File: config.mk
export PLATFORM = sky130hd
export DESIGN_NAME = pong_score_ctrl
export DESIGN_NICKNAME = d
export VERILOG_FILES = /design/src/rtl/pong_score_ctrl_pkg.sv /design/src/rtl/pong_paddle_hit.sv /design/src/rtl/pong_score_ctrl.sv
export SDC_FILE = /design/constraint.sdc
export NUM_CORES = 1
export LEC_CHECK = 0
export CAP_MARGIN = 5
export CORE_AREA = 5 5 83 85
export DETAILED_ROUTE_END_ITERATION = 10
export DIE_AREA = 0 0 88 90
export PLACE_DENSITY = 0.8
export SYNTH_ARGS = -nofsm -noshare
export SYNTH_HDL_FRONTEND = slang
export SYNTH_SLANG_ARGS = --single-unit
File: constraint.sdc
create_clock -name i_Clk -period 1.93 [get_ports i_Clk]
set_clock_uncertainty 0.15 [all_clocks]
set_input_delay 0.2895 -clock i_Clk [delete_from_list [all_inputs] [get_ports i_Clk]]
set_output_delay 0.2895 -clock i_Clk [all_outputs]
set_load 0.02 [all_outputs]
File: src/rtl/pong_score_ctrl_pkg.sv
// Shared pong constants: playfield geometry, score FSM states and winner codes.
package pong_score_ctrl_pkg;

   localparam int c_DEF_GAME_WIDTH    = 40;
   localparam int c_DEF_GAME_HEIGHT   = 30;
   localparam int c_DEF_PADDLE_HEIGHT = 6;
   localparam int c_DEF_SCORE_LIMIT   = 9;
   localparam int c_DEF_POINT_HOLD    = 25000000;

   typedef enum logic [1:0] {
      IDLE       = 2'd0,
      RUNNING    = 2'd1,
      POINT_HOLD = 2'd2,
      GAME_OVER  = 2'd3
   } state_t;

   localparam logic [1:0] WIN_NONE = 2'b00;
   localparam logic [1:0] WIN_P1   = 2'b01;
   localparam logic [1:0] WIN_P2   = 2'b10;

endpackage

File: src/rtl/pong_paddle_hit.sv
// Combinational paddle hit test; 7-bit compare so a paddle hanging past the
// bottom row never wraps back to the top.
module pong_paddle_hit #(
   parameter int c_PADDLE_HEIGHT = 6
) (
   input  logic [5:0] ball_y,
   input  logic [5:0] paddle_y,
   output logic       hit
);

   logic [6:0] ball_ext;
   logic [6:0] pad_top;
   logic [6:0] pad_end;

   assign ball_ext = {1'b0, ball_y};
   assign pad_top  = {1'b0, paddle_y};
   assign pad_end  = pad_top + 7'(c_PADDLE_HEIGHT);
   assign hit      = (ball_ext >= pad_top) && (ball_ext < pad_end);

endmodule

File: src/rtl/pong_score_ctrl.sv
// Pong game/score sequencer: detects end-column misses, keeps scores, parks the
// ball between points and declares a winner.
module pong_score_ctrl
   import pong_score_ctrl_pkg::*;
#(
   parameter int c_GAME_WIDTH    = c_DEF_GAME_WIDTH,
   parameter int c_PADDLE_HEIGHT = c_DEF_PADDLE_HEIGHT,
   parameter int c_SCORE_LIMIT   = c_DEF_SCORE_LIMIT,
   parameter int c_POINT_HOLD    = c_DEF_POINT_HOLD
) (
   input  logic       i_Clk,
   input  logic       i_Rst,
   input  logic       i_Start,
   input  logic [5:0] i_Ball_X,
   input  logic [5:0] i_Ball_Y,
   input  logic [5:0] i_Paddle_Y_P1,
   input  logic [5:0] i_Paddle_Y_P2,
   output logic       o_Game_Active,
   output logic [3:0] o_P1_Score,
   output logic [3:0] o_P2_Score,
   output logic [1:0] o_Winner,
   output logic       o_Point_Pulse
);

   localparam int               c_CNT_W     = $clog2(c_POINT_HOLD) + 1;
   localparam logic [c_CNT_W-1:0] c_HOLD_LAST = c_CNT_W'(c_POINT_HOLD - 1);
   localparam logic [5:0]       c_LAST_COL  = 6'(c_GAME_WIDTH - 1);
   localparam logic [3:0]       c_LIMIT     = 4'(c_SCORE_LIMIT);

   state_t             state;
   logic [c_CNT_W-1:0] hold_cnt;
   logic [1:0]         rst_pipe;
   logic               rst_core;
   logic               start_d;
   logic [5:0]         ball_x_d;
   logic               game_active;
   logic [3:0]         p1_score;
   logic [3:0]         p2_score;
   logic [1:0]         winner;
   logic               point_pulse;
   logic               hit_p1;
   logic               hit_p2;
   logic               start_edge;
   logic               ball_moved;
   logic               miss_p1;
   logic               miss_p2;
   logic [3:0]         p1_next;
   logic [3:0]         p2_next;

   // Reset asserts immediately but releases on a clock edge.
   always_ff @(posedge i_Clk or posedge i_Rst) begin
      if (i_Rst) rst_pipe <= 2'b11;
      else       rst_pipe <= {rst_pipe[0], 1'b0};
   end
   assign rst_core = rst_pipe[1];

   pong_paddle_hit #(.c_PADDLE_HEIGHT(c_PADDLE_HEIGHT)) u_hit_p1 (
      .ball_y   (i_Ball_Y),
      .paddle_y (i_Paddle_Y_P1),
      .hit      (hit_p1)
   );

   pong_paddle_hit #(.c_PADDLE_HEIGHT(c_PADDLE_HEIGHT)) u_hit_p2 (
      .ball_y   (i_Ball_Y),
      .paddle_y (i_Paddle_Y_P2),
      .hit      (hit_p2)
   );

   assign start_edge = i_Start & ~start_d;
   assign ball_moved = (i_Ball_X != ball_x_d);
   assign miss_p1    = ball_moved && (i_Ball_X == 6'd0)       && !hit_p1;
   assign miss_p2    = ball_moved && (i_Ball_X == c_LAST_COL) && !hit_p2;
   assign p1_next    = p1_score + 4'd1;
   assign p2_next    = p2_score + 4'd1;

   always_ff @(posedge i_Clk or posedge rst_core) begin
      if (rst_core) begin
         state       <= IDLE;
         hold_cnt    <= '0;
         start_d     <= 1'b0;
         ball_x_d    <= 6'd0;
         game_active <= 1'b0;
         p1_score    <= 4'd0;
         p2_score    <= 4'd0;
         winner      <= WIN_NONE;
         point_pulse <= 1'b0;
      end else begin
         start_d     <= i_Start;
         ball_x_d    <= i_Ball_X;
         point_pulse <= 1'b0;
         case (state)
            IDLE, GAME_OVER: begin
               if (start_edge) begin
                  p1_score    <= 4'd0;
                  p2_score    <= 4'd0;
                  winner      <= WIN_NONE;
                  game_active <= 1'b1;
                  state       <= RUNNING;
               end
            end
            RUNNING: begin
               // A miss takes priority over a coincident start press.
               if (miss_p1 || miss_p2) begin
                  point_pulse <= 1'b1;
                  game_active <= 1'b0;
                  hold_cnt    <= '0;
                  state       <= POINT_HOLD;
                  if (miss_p1) begin
                     p2_score <= p2_next;
                     if (p2_next == c_LIMIT) begin
                        winner <= WIN_P2;
                        state  <= GAME_OVER;
                     end
                  end else begin
                     p1_score <= p1_next;
                     if (p1_next == c_LIMIT) begin
                        winner <= WIN_P1;
                        state  <= GAME_OVER;
                     end
                  end
               end
            end
            POINT_HOLD: begin
               if (hold_cnt != c_HOLD_LAST) begin
                  hold_cnt <= hold_cnt + 1'b1;
               end else if (start_edge) begin
                  game_active <= 1'b1;
                  state       <= RUNNING;
               end
            end
            default: state <= IDLE;
         endcase
      end
   end

   assign o_Game_Active = game_active;
   assign o_P1_Score    = p1_score;
   assign o_P2_Score    = p2_score;
   assign o_Winner      = winner;
   assign o_Point_Pulse = point_pulse;

endmodule

Word-level counts from Yosys, hierarchy flattened
Cells that the tools add are included.
W data, S select, Z words.
{"block": "classes", "addsub": 5, "order_cmp": 4, "eq_ne": 16, "mux": 29, "n_bitwise": 2, "reduce_logical": 19}
{"operator": "$mux W26", "count": 2}
{"operator": "$pmux W26 S2", "count": 1}
{"operator": "$add A26 B1 Y26 const B", "count": 1}
{"operator": "$ne A26 B25 Y1 const B", "count": 1}
{"operator": "$mux W4", "count": 5}
{"operator": "$mux W2", "count": 9}
{"operator": "$pmux W4 S2", "count": 2}
{"operator": "$add A6 B3 Y7 const B", "count": 2}
{"operator": "$lt A6 B7 Y1", "count": 2}
{"operator": "$ge A6 B6 Y1", "count": 2}
{"operator": "$ne A2 B2 Y1 const B", "count": 6}
{"operator": "$add A4 B1 Y4 const B", "count": 2}
{"operator": "$eq A4 B4 Y1 const B", "count": 2}
{"operator": "$reduce_and A4 Y1", "count": 2}
{"operator": "$mux W1", "count": 7}
{"operator": "$eq A6 B6 Y1 const B", "count": 1}
{"operator": "$logic_and A1 B1 Y1", "count": 6}
{"operator": "$logic_not A6 Y1", "count": 1}
{"operator": "$ne A3 B3 Y1 const B", "count": 2}
{"operator": "$ne A6 B6 Y1", "count": 1}
{"operator": "$pmux W2 S3", "count": 1}
{"operator": "$reduce_and A5 Y1", "count": 1}
{"operator": "$eq A2 B2 Y1 const B", "count": 2}
{"operator": "$pmux W2 S2", "count": 1}
{"operator": "11 further kinds", "count": 13}
{"block": "totals", "regBits": 49, "inputBits": 27, "output_inout_bits": 12, "word_cells": 85}

Longest topological paths before layout
Gate-level depths: netlist of the first run.
{"block": "depth", "depth_word": 8, "depth_mapped": 14, "ltp_nobuf": 12}

Modules after synthesis
A second synthesis of the first run with hierarchy kept.
{"block": "unflattened", "hier_cells": 355, "area_unflattened_um2": 3231.8}
{"mod": "pong_score_ctrl", "n_inst": 1, "cells_each": 277, "area_each_um2": 2626.3, "seq_area_each_um2": 1228.7}
{"mod": "pong_paddle_hit", "n_inst": 2, "cells_each": 39, "area_each_um2": 302.8, "seq_area_each_um2": 0.0}

Least setup slack after synthesis of the first run
OpenSTA, ideal clock, no wires.
{"block": "synth_path", "path_kind": "input -> register", "startpoint": "input port i_Paddle_Y_P1[1]", "endpoint": "register hold_cnt[2]", "setup_ns": 0.126, "t_arrival_ns": 2.468, "t_required_ns": 1.654, "slack_ns": -0.814, "cell_stages": 13, "n_path_buf": 1, "cell_sequence": "inv_1 ha_1 nor3_1 xnor2_1 ha_1 a21o_1 nand2_1 o221a_2 a21oi_4 buf_6 o31ai_1 or3_1 a21oi_1"}
{"block": "synth_between", "elab_chain_len": 8, "elab_cells_between_ends": 9, "classes_between": "add/sub: 1; order compare: 2; eq/ne: 1; reduce/logical: 5"}
{"item": "from (decl)", "line_no": "pong_score_ctrl.sv:16", "rtl": "input logic [5:0] i_Paddle_Y_P1,"}
{"item": "$add A6 B3 Y7", "line_no": "pong_paddle_hit.sv:17", "rtl": "assign pad_end = pad_top + 7'(c_PADDLE_HEIGHT);"}
{"item": "$lt A6 B7 Y1", "line_no": "pong_paddle_hit.sv:18", "rtl": "assign hit = (ball_ext >= pad_top) && (ball_ext < pad_end);"}
{"item": "$logic_and A1 B1 Y1 (*)", "line_no": "pong_paddle_hit.sv:18"}
{"item": "$logic_not A1 Y1 (*)", "line_no": "pong_score_ctrl.sv:71", "rtl": "assign miss_p1 = ball_moved && (i_Ball_X == 6'd0) && !hit_p1;"}
{"item": "$logic_and A1 B1 Y1 (*)", "line_no": "pong_score_ctrl.sv:71"}
{"item": "$logic_or A1 B1 Y1 (*)", "line_no": "pong_score_ctrl.sv:103", "rtl": "if (miss_p1 || miss_p2) begin"}
{"item": "$ne A2 B2 Y1 (no source line) (*)"}
{"item": "$reduce_and A3 Y1 (no source line) (*)"}
{"item": "to (signal assigned)", "line_no": "pong_score_ctrl.sv:125", "rtl": "hold_cnt <= hold_cnt + 1'b1;"}
{"item": "to (decl)", "line_no": "pong_score_ctrl.sv:31", "rtl": "logic [c_CNT_W-1:0] hold_cnt;"}
Mark *: on every way between the ends. The rest lies on a longest branch, timed or not.
A chain may end at the register's enable or synchronous reset.

Worst setup path in the final report of the first run
{"block": "layout_path", "startpoint": "input port i_Paddle_Y_P2[2]", "endpoint": "register hold_cnt[0]"}
{"block": "layout_between", "elab_chain_len": 8, "elab_cells_between_ends": 9, "classes_between": "add/sub: 1; order compare: 2; eq/ne: 1; reduce/logical: 5"}
{"item": "from (decl)", "line_no": "pong_score_ctrl.sv:17", "rtl": "input logic [5:0] i_Paddle_Y_P2,"}
{"item": "$add A6 B3 Y7", "line_no": "pong_paddle_hit.sv:17"}
{"item": "$lt A6 B7 Y1", "line_no": "pong_paddle_hit.sv:18"}
{"item": "$logic_and A1 B1 Y1 (*)", "line_no": "pong_paddle_hit.sv:18"}
{"item": "$logic_not A1 Y1 (*)", "line_no": "pong_score_ctrl.sv:72", "rtl": "assign miss_p2 = ball_moved && (i_Ball_X == c_LAST_COL) && !hit_p2;"}
{"item": "$logic_and A1 B1 Y1 (*)", "line_no": "pong_score_ctrl.sv:72"}
{"item": "$logic_or A1 B1 Y1 (*)", "line_no": "pong_score_ctrl.sv:103"}
{"item": "$ne A2 B2 Y1 (no source line) (*)"}
{"item": "$reduce_and A3 Y1 (no source line) (*)"}
Marks and branches as above.

==> flow_metrics.env, run 1 <==
export IMPL_outcome="complete, but fails checks"
export IMPL_violations="setup timing"
export IMPL_synth_seq_cells=49
export IMPL_yosysTopAreaCellShare_pct=35.9
export IMPL_worstSetupStartpointType="input pin"
export IMPL_nets=567
export IMPL_cts_buffers=5
export IMPL_synth_area_um2=3280
export IMPL_crit_family="compound AO/OA/AOI/OAI gates"
export IMPL_grt_max_degree=48
export IMPL_synth_cells=360
export IMPL_finalSetupViolCount=41
export IMPL_fp_coreArea_um2=6130
export IMPL_worstPathArrival_ns=2.93
export IMPL_cp_depth=16
export IMPL_grt_pass1_wl_um=17000
export IMPL_cp_max_fo=7
export IMPL_finalPower_w=0.00219
export IMPL_clock_sinks=49
export IMPL_final_seq_area_um2=1230
export IMPL_synth_avg_cell_area_um2=9.11
export IMPL_gp_congestion=0.910
export IMPL_r2r_slack_ns=-0.73
export IMPL_grt_remaining_overflow=0
export IMPL_critPathBufInv=7
export IMPL_crit_top_cell="buf_6"
export IMPL_h_tree_depth=2
export IMPL_dr_wl_met2_um=6690
export IMPL_post_drt_wl_per_cell_um=22.8
export IMPL_met3WireLength_um=864
export IMPL_fmax_ghz=0.352
export IMPL_grt_usage_pct=27.1
export IMPL_dieArea_um2=7920
export IMPL_drt_iter0_drc=427
export IMPL_yosys_cell_types_count=54
export IMPL_die_w_um=88
export IMPL_cp_endpoint="hold_cnt[0]"
export IMPL_setup_slack_ns=-0.915
export IMPL_ys_flop_type="dfrtp_1"
export IMPL_synthTopCellsByCount="dfrtp_1, o21ai_0, ha_1, nand2_1, a21oi_1"
export IMPL_clk_pin_slew_ns=0.11
export IMPL_multiInputGateArea_um2=2410
export IMPL_vias_per_cell=6.40
export IMPL_ant_nets=0
export IMPL_port_buffers=38
export IMPL_setup_worst_path_end_class="register"
export IMPL_p_leak_nw=2.36
export IMPL_synth_area_leaders="dfrtp_1, ha_1, o21ai_0, a21oi_1, or3_1"
export IMPL_crit_type="in2reg"
export IMPL_syn2layout_area_growth_pct=62.8
export IMPL_startpoint="i_Paddle_Y_P2[2]"
export IMPL_r2r_start="ball_x_d[0]"
export IMPL_critical_path_max_stage_delay_ns=0.39
export IMPL_synthArstFlopShare_pct=100
export IMPL_slew_headroom_pct=57.1
export IMPL_ios=39
export IMPL_yosysSeqAreaShare_pct=37.5
export IMPL_nFillCells=265
export IMPL_required_ns=2.01
export IMPL_slew_violations=0
export IMPL_synth_nets=418
export IMPL_critPathSlowestCell="o31ai_4"
export IMPL_drive_gt1_share_pct=43.5
export IMPL_peakVddDrop_uv=434
export IMPL_clk_latency_ns=0.32
export IMPL_initial_core_util_pct=53.5
export IMPL_rows=29
export IMPL_synth_largest_area_cell="dfrtp_1"
export IMPL_final_hold_viol_count=0
export IMPL_antenna_found_initial=0
export IMPL_clockBufferDepth=2
export IMPL_dp_hpwl_um=6710
export IMPL_die_h_um=90
export IMPL_cts_tree="built"
export IMPL_r2r_cells=12
export IMPL_yosysMostFrequentCell="dfrtp_1"
export IMPL_cts_root_buf="clkbuf_8"
export IMPL_path_cells="buf_12 > buf_6 > o21ai_4 > xnor2_2 > ha_1 > buf_6 > a211oi_4 > a21o_1 > a21oi_4 > buf_6 > buf_4 > buf_6 > o31ai_4 > buf_6 > nand2_2 > o21ai_1"
export IMPL_synth_edf_count=0
export IMPL_hold_class="in2async"
export IMPL_num_vias=3754
export IMPL_worstMarginPinSlew_ns=0.644
export IMPL_drc=0
export IMPL_m1WireLength_um=4820
export IMPL_p_per_area_nw_per_um2=409
export IMPL_drt_first_pass_iters=5
export IMPL_routed_top_layer="met4"
export IMPL_ys_warn_count=0
export IMPL_diodes=0
export IMPL_grt_pass1_vias=3607
export IMPL_postCtsHoldBufs=0
export IMPL_rsz0062_at_grt="yes"
export IMPL_setup_tns_ns=-29.92
export IMPL_period_share_pct=147
export IMPL_r2r_end="hold_cnt[0]"
export IMPL_min_period_ns=2.84
export IMPL_wl_um=13400
export IMPL_cap_viol_max_count=0
## routing by layer
metal	global-route usage (%)	vias to the layer above
li1	-	1614
met1	32.3	1810
met2	47.4	235
met3	4.02	95
met4	12.0	0
met5	0	-
## stage by stage
| step | setup slack (ns) | cells | util [%] | hold WS, ns | cell area (um^2) |
|---|---|---|---|---|---|
| after CTS | -0.764 | 579 | 81.9 | 0.151 | 5020 |
| after global placement | -1.37 | 559 | 74.1 | 0.197 | 4540 |
| after floorplan | -0.599 | 360 | - | 0.0510 | 3420 |
| after global routing | -0.961 | 587 | 87.1 | 0.163 | 5340 |
| after detailed placement | -1.50 | 559 | 74.1 | 0.200 | 4540 |
| final | -0.915 | 587 | 87.1 | 0.151 | 5340 |
## what timing repair did
action / 4_1_cts / 5_1_grt
setup endpoints to repair: 40 / 41
gates cloned: 1 / 0
resized for setup: 113 / 75
pin swaps: 60 / 37
setup buffers: 11 / 11
## worst register-to-register path: stages, from the launching register on
cell and delay [ns]:
dfrtp_1 0.39, xor2_1 0.16, or3_1 0.38, o21ai_1 0.16, buf_4 0.15, a21oi_4 0.06, buf_6 0.14, buf_4 0.12
buf_6 0.12, o31ai_4 0.39, buf_6 0.19, nand2_2 0.05, o21ai_1 0.11
## registers in the layout, summed over array words and instances (netlist names), 2 cells and up
register	flops
rst_pipe	2
o_P2_Score	4
state	2
o_Winner	2
hold_cnt	26
ball_x_d	6
o_P1_Score	4
## layout make-up
cell class / count / area share (%)
Clock buffer: 5 / 1.29
Clock inverter: 3 / 0.398
Inverter: 26 / 2.58
Multi-Input combinational cell: 277 / 45.1
Sequential cell: 49 / 23.0
Tap cell: 77 / 1.80
Timing Repair Buffer: 150 / 25.8
## placed cells by master, fill, tap and decap left out, drive strengths merged, types with 4 or more instances in the layout
master	count
o31ai	7
nand2	28
dfrtp	47
a31oi	5
nand3	16
dlygate4sd2	10
a22o	4
clkbuf	9
o21ai	41
xor2	4
or4	4
a21oi	30
or3	20
nand4	7
nor2	13
a21o	5
buf	116
nor3	10
ha	31
inv	27
xnor2	9
clkdlybuf4s50	18
## how the worst min path moves through the flow
| stage | startpoint | endpoint | slack, ns |
|---|---|---|---|
| 2_1_floorplan | i_Rst | rst_pipe[0] | 0.05 |
| 3_3_place_gp | rst_pipe[0] | rst_pipe[1] | 0.20 |
| 3_5_place_dp | rst_pipe[0] | rst_pipe[1] | 0.20 |
| 4_1_cts | i_Rst | rst_pipe[0] | 0.15 |
| 5_1_grt | i_Rst | rst_pipe[0] | 0.16 |
| 6_report | i_Rst | rst_pipe[0] | 0.15 |
## power by group
part           switching, W  internal [W]
Sequential       0.00000604       0.00104
Clock              0.000396      0.000259
Combinational      0.000242      0.000244
Total              0.000644       0.00154
## cell families (layout without fill, tap and decap cells)
logic type,Yosys count,count (layout),synth area share [%]
flip-flops,49,49,37.5
multiplexers,4,4,1.26
XOR/XNOR,13,13,3.47
buffers and inverters,34,184,4.50
AO/OA/AOI/OAI,110,110,21.8
adder cells (fa/ha/maj),31,31,11.8
AND/OR/NAND/NOR,118,118,19.5
other,1,1,0.114
Power figures use the tool's default switching activity.
==> run 2, diff against run 1 <==
--- a/config.mk
+++ b/config.mk
@@ -6,10 +6,11 @@
 export NUM_CORES = 1
 export LEC_CHECK = 0
 export CAP_MARGIN = 5
-export CORE_AREA = 5 5 83 85
+export CORE_AREA = 5 5 82 84
+export CTS_BUF_LIST = sky130_fd_sc_hd__clkbuf_2
 export DETAILED_ROUTE_END_ITERATION = 10
-export DIE_AREA = 0 0 88 90
-export PLACE_DENSITY = 0.8
+export DIE_AREA = 0 0 87 89
+export PLACE_DENSITY = 0.82
 export SYNTH_ARGS = -nofsm -noshare
 export SYNTH_HDL_FRONTEND = slang
 export SYNTH_SLANG_ARGS = --single-unit
==> run 2 against run 1 <==
  * Worst setup slack improved by 0.073 ns
  * Register-to-register slack got worse by 0.11 ns
  * Global-route usage rose by 7.3 points
  * Critical endpoint is now state[0]
  * Routed wire length rose by 26%
  * Via count rose by 15%
  * Sequential power barely moved
  * The run still ends with setup timing left
  * Power fell by 3.0%
  * Design area rose by 5.1%
  * Largest power group unchanged
==> flow_metrics.env, run 2 (synthesis gave the netlist of run 1 again) <==
export IMPL_fp_coreArea_um2=5850
export IMPL_r2r_start="hold_cnt[10]"
export IMPL_setup_worst_path_end_class="register"
export IMPL_period_share_pct=144
export IMPL_crit_type="reg2reg"
export IMPL_worstMarginPinSlew_ns=0.711
export IMPL_r2r_end="state[0]"
export IMPL_cp_max_fo=3
export IMPL_mostFrequentLayoutCell="buf_4"
export IMPL_grt_remaining_overflow=0
export IMPL_top_regs="hold_cnt: 26 flops, ball_x_d: 6 flops"
export IMPL_final_hold_viol_count=0
export IMPL_grt_pass1_wl_um=20400
export IMPL_fmax_ghz=0.361
export IMPL_cts_tree="built"
export IMPL_clock_sinks=49
export IMPL_port_buffers=38
export IMPL_vias_per_cell=7.11
export IMPL_worstSetupStartpointType="register"
export IMPL_setup_tns_ns=-24.71
export IMPL_nets=587
export IMPL_cts_root_buf="clkbuf_2"
export IMPL_peakVddDrop_uv=688
export IMPL_slew_headroom_pct=52.1
export IMPL_violations="setup timing"
export IMPL_cts_buffers=5
export IMPL_dp_worst_setup_slack_ns=-1.48
export IMPL_setup_slack_ns=-0.841
export IMPL_dieArea_um2=7740
export IMPL_hp_start="i_Ball_X[1]"
export IMPL_drive_gt1_share_pct=48.1
export IMPL_antenna_found_initial=0
export IMPL_diodes=0
export IMPL_p_per_area_nw_per_um2=378
export IMPL_clk_pin_slew_ns=0.30
export IMPL_die_w_um=87
export IMPL_clockBufferDepth=2
export IMPL_outcome="complete, but fails checks"
export IMPL_cap_viol_max_count=0
export IMPL_holdPathStages=2
export IMPL_min_period_ns=2.77
export IMPL_worstPathArrival_ns=3.00
export IMPL_drt_first_pass_iters=6
export IMPL_ios=39
export IMPL_grt_max_degree=26
export IMPL_largest_register="hold_cnt"
export IMPL_finalSetupViolCount=40
export IMPL_hold_end="ball_x_d[1]"
export IMPL_ant_nets=0
export IMPL_holdWs_ns=0.0655
export IMPL_wl_um=16900
export IMPL_clk_latency_ns=0.49
export IMPL_r2r_slack_ns=-0.84
export IMPL_hold_class="in2reg"
export IMPL_p_leak_nw=2.53
export IMPL_rows=28
export IMPL_num_vias=4303
export IMPL_grt_pass1_vias=4130
export IMPL_required_ns=2.16
export IMPL_final_cell_mix="buf_4, dfrtp_1, buf_6"
export IMPL_gp_congestion=0.866
export IMPL_grt_usage_pct=34.5
export IMPL_r2r_cells=9
export IMPL_die_h_um=89
export IMPL_syn2layout_area_growth_pct=71.1
export IMPL_dp_hpwl_um=6920
export IMPL_rsz0062_at_grt="yes"
export IMPL_largest_reg_flops=26
export IMPL_drt_iter0_drc=580
export IMPL_slew_violations=0
export IMPL_drc=0
export IMPL_post_drt_wl_per_cell_um=27.9
export IMPL_initial_core_util_pct=56.1
export IMPL_h_tree_depth=2
==> run 2: worst max-delay path, stage by stage (launching register included) <==
cell and delay (ns):
dfrtp_1 0.45, nor4b_1 0.53, nand4_1 0.29, o31ai_4 0.27, buf_6 0.15, buf_4 0.10
buf_4 0.11, o21ai_0 0.11, nor2_2 0.22, mux2_4 0.35
==> run 2: per-layer routing <==
metal	routed length (um)	global-route usage (%)
met1	5630	37.6
met2	7830	61.8
met3	1800	6.27
met4	1610	21.5
met5	0	0
==> run 2: how the worst max path moves through the flow <==
| stage | startpoint | endpoint | slack [ns] | cells past startpoint |
|---|---|---|---|---|
| 6_report | hold_cnt[10] | state[0] | -0.84 | 9 |
| 3_3_place_gp | i_Paddle_Y_P1[1] | hold_cnt[15] | -1.41 | 13 |
| 2_1_floorplan | i_Paddle_Y_P1[1] | hold_cnt[24] | -0.60 | 12 |
| 3_5_place_dp | i_Paddle_Y_P2[2] | state[0] | -1.48 | 14 |
| 5_1_grt | hold_cnt[10] | state[0] | -0.89 | 9 |
| 4_1_cts | i_Paddle_Y_P1[1] | hold_cnt[16] | -0.47 | 16 |
==> run 2: final cells by class <==
type                       instances  area (um^2)
multi-input combinational        277         2500
timing repair buffer             170         1580
sequential                        49         1230
fill                             128          239
inverter                          26          138
tap                               75         93.8
clock inverter                     3         46.3
clock buffer                       5         25.0
==> run 2: per-stage QoR <==
stage               power [W]  std cells  utilization [%]  instance area, um^2
CTS                   0.00202        589             88.3                 5170
global route          0.00218        605             95.9                 5610
finish                0.00212        605             95.9                 5610
detailed placement    0.00140        557             78.3                 4580
floorplan             0.00123        360                -                 3420
global placement      0.00139        557             78.3                 4580
==> run 2: where the power goes <==
group          switching (W)  internal, W
sequential        0.00000701      0.00104
combinational       0.000248     0.000220
clock               0.000382     0.000220
total               0.000637      0.00148
==> run 2: what timing repair did <==
item,4_1_cts,5_1_grt
cloned,2,0
setup buffers,22,20
endpoints found under the setup margin,51,42
hold endpoints to repair,3,0
pin swaps,52,53
gates resized for setup,138,105
hold buffers,2,0
==> run 3, diff against run 2 <==
--- a/config.mk
+++ b/config.mk
@@ -5,12 +5,14 @@
 export SDC_FILE = /design/constraint.sdc
 export NUM_CORES = 1
 export LEC_CHECK = 0
+export ABC_AREA = 1
 export CAP_MARGIN = 5
-export CORE_AREA = 5 5 82 84
+export CORE_AREA = 5 5 85 87
 export CTS_BUF_LIST = sky130_fd_sc_hd__clkbuf_2
+export CTS_CLUSTER_DIAMETER = 40
 export DETAILED_ROUTE_END_ITERATION = 10
-export DIE_AREA = 0 0 87 89
-export PLACE_DENSITY = 0.82
+export DIE_AREA = 0 0 90 92
+export PLACE_DENSITY = 0.83
 export SYNTH_ARGS = -nofsm -noshare
 export SYNTH_HDL_FRONTEND = slang
 export SYNTH_SLANG_ARGS = --single-unit
==> run 3 against run 2 <==
  * The run still ends with setup timing left
  * Clock power decreased by 9.0%
  * Worst setup slack improved by 0.62 ns
  * Synthesized area increased by 11%
  * Clock-buffer cell count increased by 1
  * Via count decreased by 13%
  * Combinational power increased to 4.3 times the previous value
  * Design area decreased by 13%
  * Critical path type unchanged
  * Die area increased by 6.9%
  * Maximum frequency increased by 29%
  * Largest cell class unchanged
  * Synthesized cell count increased by 42%
  * Flip-flop and latch count unchanged
  * Core utilization decreased by 18 points
==> flow_metrics.env, run 3 <==
export IMPL_grt_remaining_overflow=0
export IMPL_clockBufferDepth=2
export IMPL_clock_sinks=49
export IMPL_grt_use_met1_pct=30.0
export IMPL_yosysSeqAreaShare_pct=33.9
export IMPL_dp_worst_setup_slack_ns=-0.935
export IMPL_ant_nets=0
export IMPL_wl_um=9920
export IMPL_p_per_area_nw_per_um2=770
export IMPL_synth_largest_area_cell="dfrtp_1"
export IMPL_fp_coreArea_um2=6280
export IMPL_rows=29
export IMPL_setup_tns_ns=-6.26
export IMPL_hold_class="in2reg"
export IMPL_initial_core_util_pct=57.8
export IMPL_syn2layout_area_growth_pct=35.2
export IMPL_r2r_slack_ns=-0.22
export IMPL_synth_seq_cells=49
export IMPL_drive_gt1_share_pct=23.1
export IMPL_grt_pass1_vias=3541
export IMPL_gp_congestion=1.01
export IMPL_diodes=0
export IMPL_worstMarginPinSlew_ns=0.619
export IMPL_hp_start="i_Start"
export IMPL_ys_flop_type="dfrtp_1"
export IMPL_synth_area_um2=3630
export IMPL_final_cell_mix="nand2_1, inv_1, dfrtp_1"
export IMPL_largest_register="hold_cnt"
export IMPL_yosysMostFrequentCell="nand2_1"
export IMPL_clk_pin_slew_ns=0.24
export IMPL_grt_busiest_layer="met2"
export IMPL_ys_warn_count=0
export IMPL_crit_type="reg2reg"
export IMPL_port_buffers=38
export IMPL_worstSetupStartpointType="register"
export IMPL_synth_edf_count=0
export IMPL_met3_usage_pct=3.44
export IMPL_peakVddDrop_uv=580
export IMPL_die_w_um=90
export IMPL_final_hold_viol_count=0
export IMPL_top_regs="hold_cnt: 26 flops, ball_x_d: 6 flops"
export IMPL_startpoint="hold_cnt[16]"
export IMPL_r2r_cells=10
export IMPL_nFillCells=429
export IMPL_antenna_found_initial=0
export IMPL_slew_violations=0
export IMPL_mostFrequentLayoutCell="nand2_1"
export IMPL_synth_nets=569
export IMPL_yosysTopAreaCellShare_pct=32.4
export IMPL_die_h_um=92
export IMPL_violations="setup timing"
export IMPL_hold_end="start_d"
export IMPL_post_drt_wl_per_cell_um=14.5
export IMPL_cap_viol_max_count=0
export IMPL_period_share_pct=112
export IMPL_cts_root_buf="clkbuf_2"
export IMPL_nets=662
export IMPL_ios=39
export IMPL_slew_headroom_pct=58.7
export IMPL_worstPathArrival_ns=2.36
export IMPL_synth_avg_cell_area_um2=7.10
export IMPL_fmax_ghz=0.465
export IMPL_required_ns=2.14
export IMPL_dieArea_um2=8280
export IMPL_drt_iter0_drc=297
export IMPL_min_period_ns=2.15
export IMPL_p_leak_nw=2.48
export IMPL_r2r_end="hold_cnt[10]"
export IMPL_outcome="complete, but fails checks"
export IMPL_synthTopCellsByCount="nand2_1, inv_1, dfrtp_1, nor2_1, nand3_1"
export IMPL_synthArstFlopShare_pct=100
export IMPL_vias_per_cell=5.51
export IMPL_largest_reg_flops=26
export IMPL_cp_max_fo=13
export IMPL_multiInputGateArea_um2=2320
export IMPL_grtUsageMet2_pct=41.3
export IMPL_grt_usage_pct=23.5
export IMPL_setup_slack_ns=-0.222
export IMPL_r2r_start="hold_cnt[16]"
export IMPL_drt_first_pass_iters=5
export IMPL_final_seq_area_um2=1230
export IMPL_grt_max_degree=48
export IMPL_grt_pass1_wl_um=16300
export IMPL_synth_area_leaders="dfrtp_1, nand2_1, ha_1, inv_1, xor2_1"
export IMPL_finalPower_w=0.00377
export IMPL_finalSetupViolCount=36
export IMPL_clk_latency_ns=0.42
export IMPL_yosys_cell_types_count=29
export IMPL_dp_hpwl_um=7040
export IMPL_setup_worst_path_end_class="register"
export IMPL_h_tree_depth=2
export IMPL_rsz0062_at_grt="yes"
export IMPL_drc=0
export IMPL_cts_tree="built"
export IMPL_holdPathStages=1
export IMPL_num_vias=3757
export IMPL_synth_cells=511
export IMPL_cts_buffers=5
## run 3: per-stage QoR
step,hold slack (ns),cell area (um^2),utilization [%],cells
2_1_floorplan,0.0510,3740,-,511
3_3_place_gp,0.199,4530,72.2,663
3_5_place_dp,0.201,4530,72.2,663
4_1_cts,0.167,4840,77.1,681
5_1_grt,0.152,4900,78.1,682
6_report,0.190,4900,78.1,682
## run 3: where the power goes
| part | switching, W | internal (W) | total, W |
|---|---|---|---|
| clock network | 0.000327 | 0.000221 | 0.000548 |
| registers | 0.0000903 | 0.00112 | 0.00121 |
| logic | 0.00108 | 0.000931 | 0.00201 |
## run 3: kinds of logic after synthesis
logic type,after synthesis,share of synthesized area [%]
AND/OR/NAND/NOR,289,35.1
buffers and inverters,73,8.48
flip-flops,49,33.9
AO/OA/AOI/OAI,48,6.97
adder cells (fa/ha/maj),31,10.7
XOR/XNOR,20,4.83
other,1,0.103
## run 3: how the worst max path moves through the flow
| stage | slack [ns] | to | depth (start not counted) |
|---|---|---|---|
| 2_1_floorplan | -0.02 | hold_cnt[17] | 15 |
| 3_3_place_gp | -0.78 | o_P1_Score[2] | 19 |
| 3_5_place_dp | -0.94 | hold_cnt[20] | 17 |
| 4_1_cts | -0.14 | hold_cnt[3] | 15 |
| 5_1_grt | -0.33 | state[1] | 14 |
| 6_report | -0.22 | hold_cnt[10] | 10 |
## run 3: repair_timing
action,4_1_cts,5_1_grt
hold buffers,1,0
setup buffers,7,1
pin swaps,16,4
endpoints found under the setup margin,47,44
gates resized for setup,57,24
cloned,3,1
endpoints found under the hold margin,2,0
## run 3: layout make-up
class / count / share of cell area (%)
Clock buffer: 6 / 0.612
Clock inverter: 2 / 0.689
Inverter: 63 / 5.36
Multi-Input combinational cell: 389 / 47.3
Sequential cell: 49 / 25.1
Tap cell: 77 / 1.96
Timing Repair Buffer: 96 / 19.0
## run 3: metal layers
layer  vias to the layer above  share of wire (%)
li1                       1819                  -
met1                      1760                 42
met2                       148                 49
met3                        30                6.0
met4                         0                2.4
met5                         -                  0
## run 3: critical path, stage by stage (launching register included)
cell and delay [ns]:
dfrtp_1 0.53, inv_1 0.09, nor4_1 0.36, nand3b_1 0.14, o21ai_2 0.20, o21ai_4 0.12, nand2_8 0.10, buf_12 0.14
buf_12 0.14, nand2_1 0.05, o21ai_1 0.07
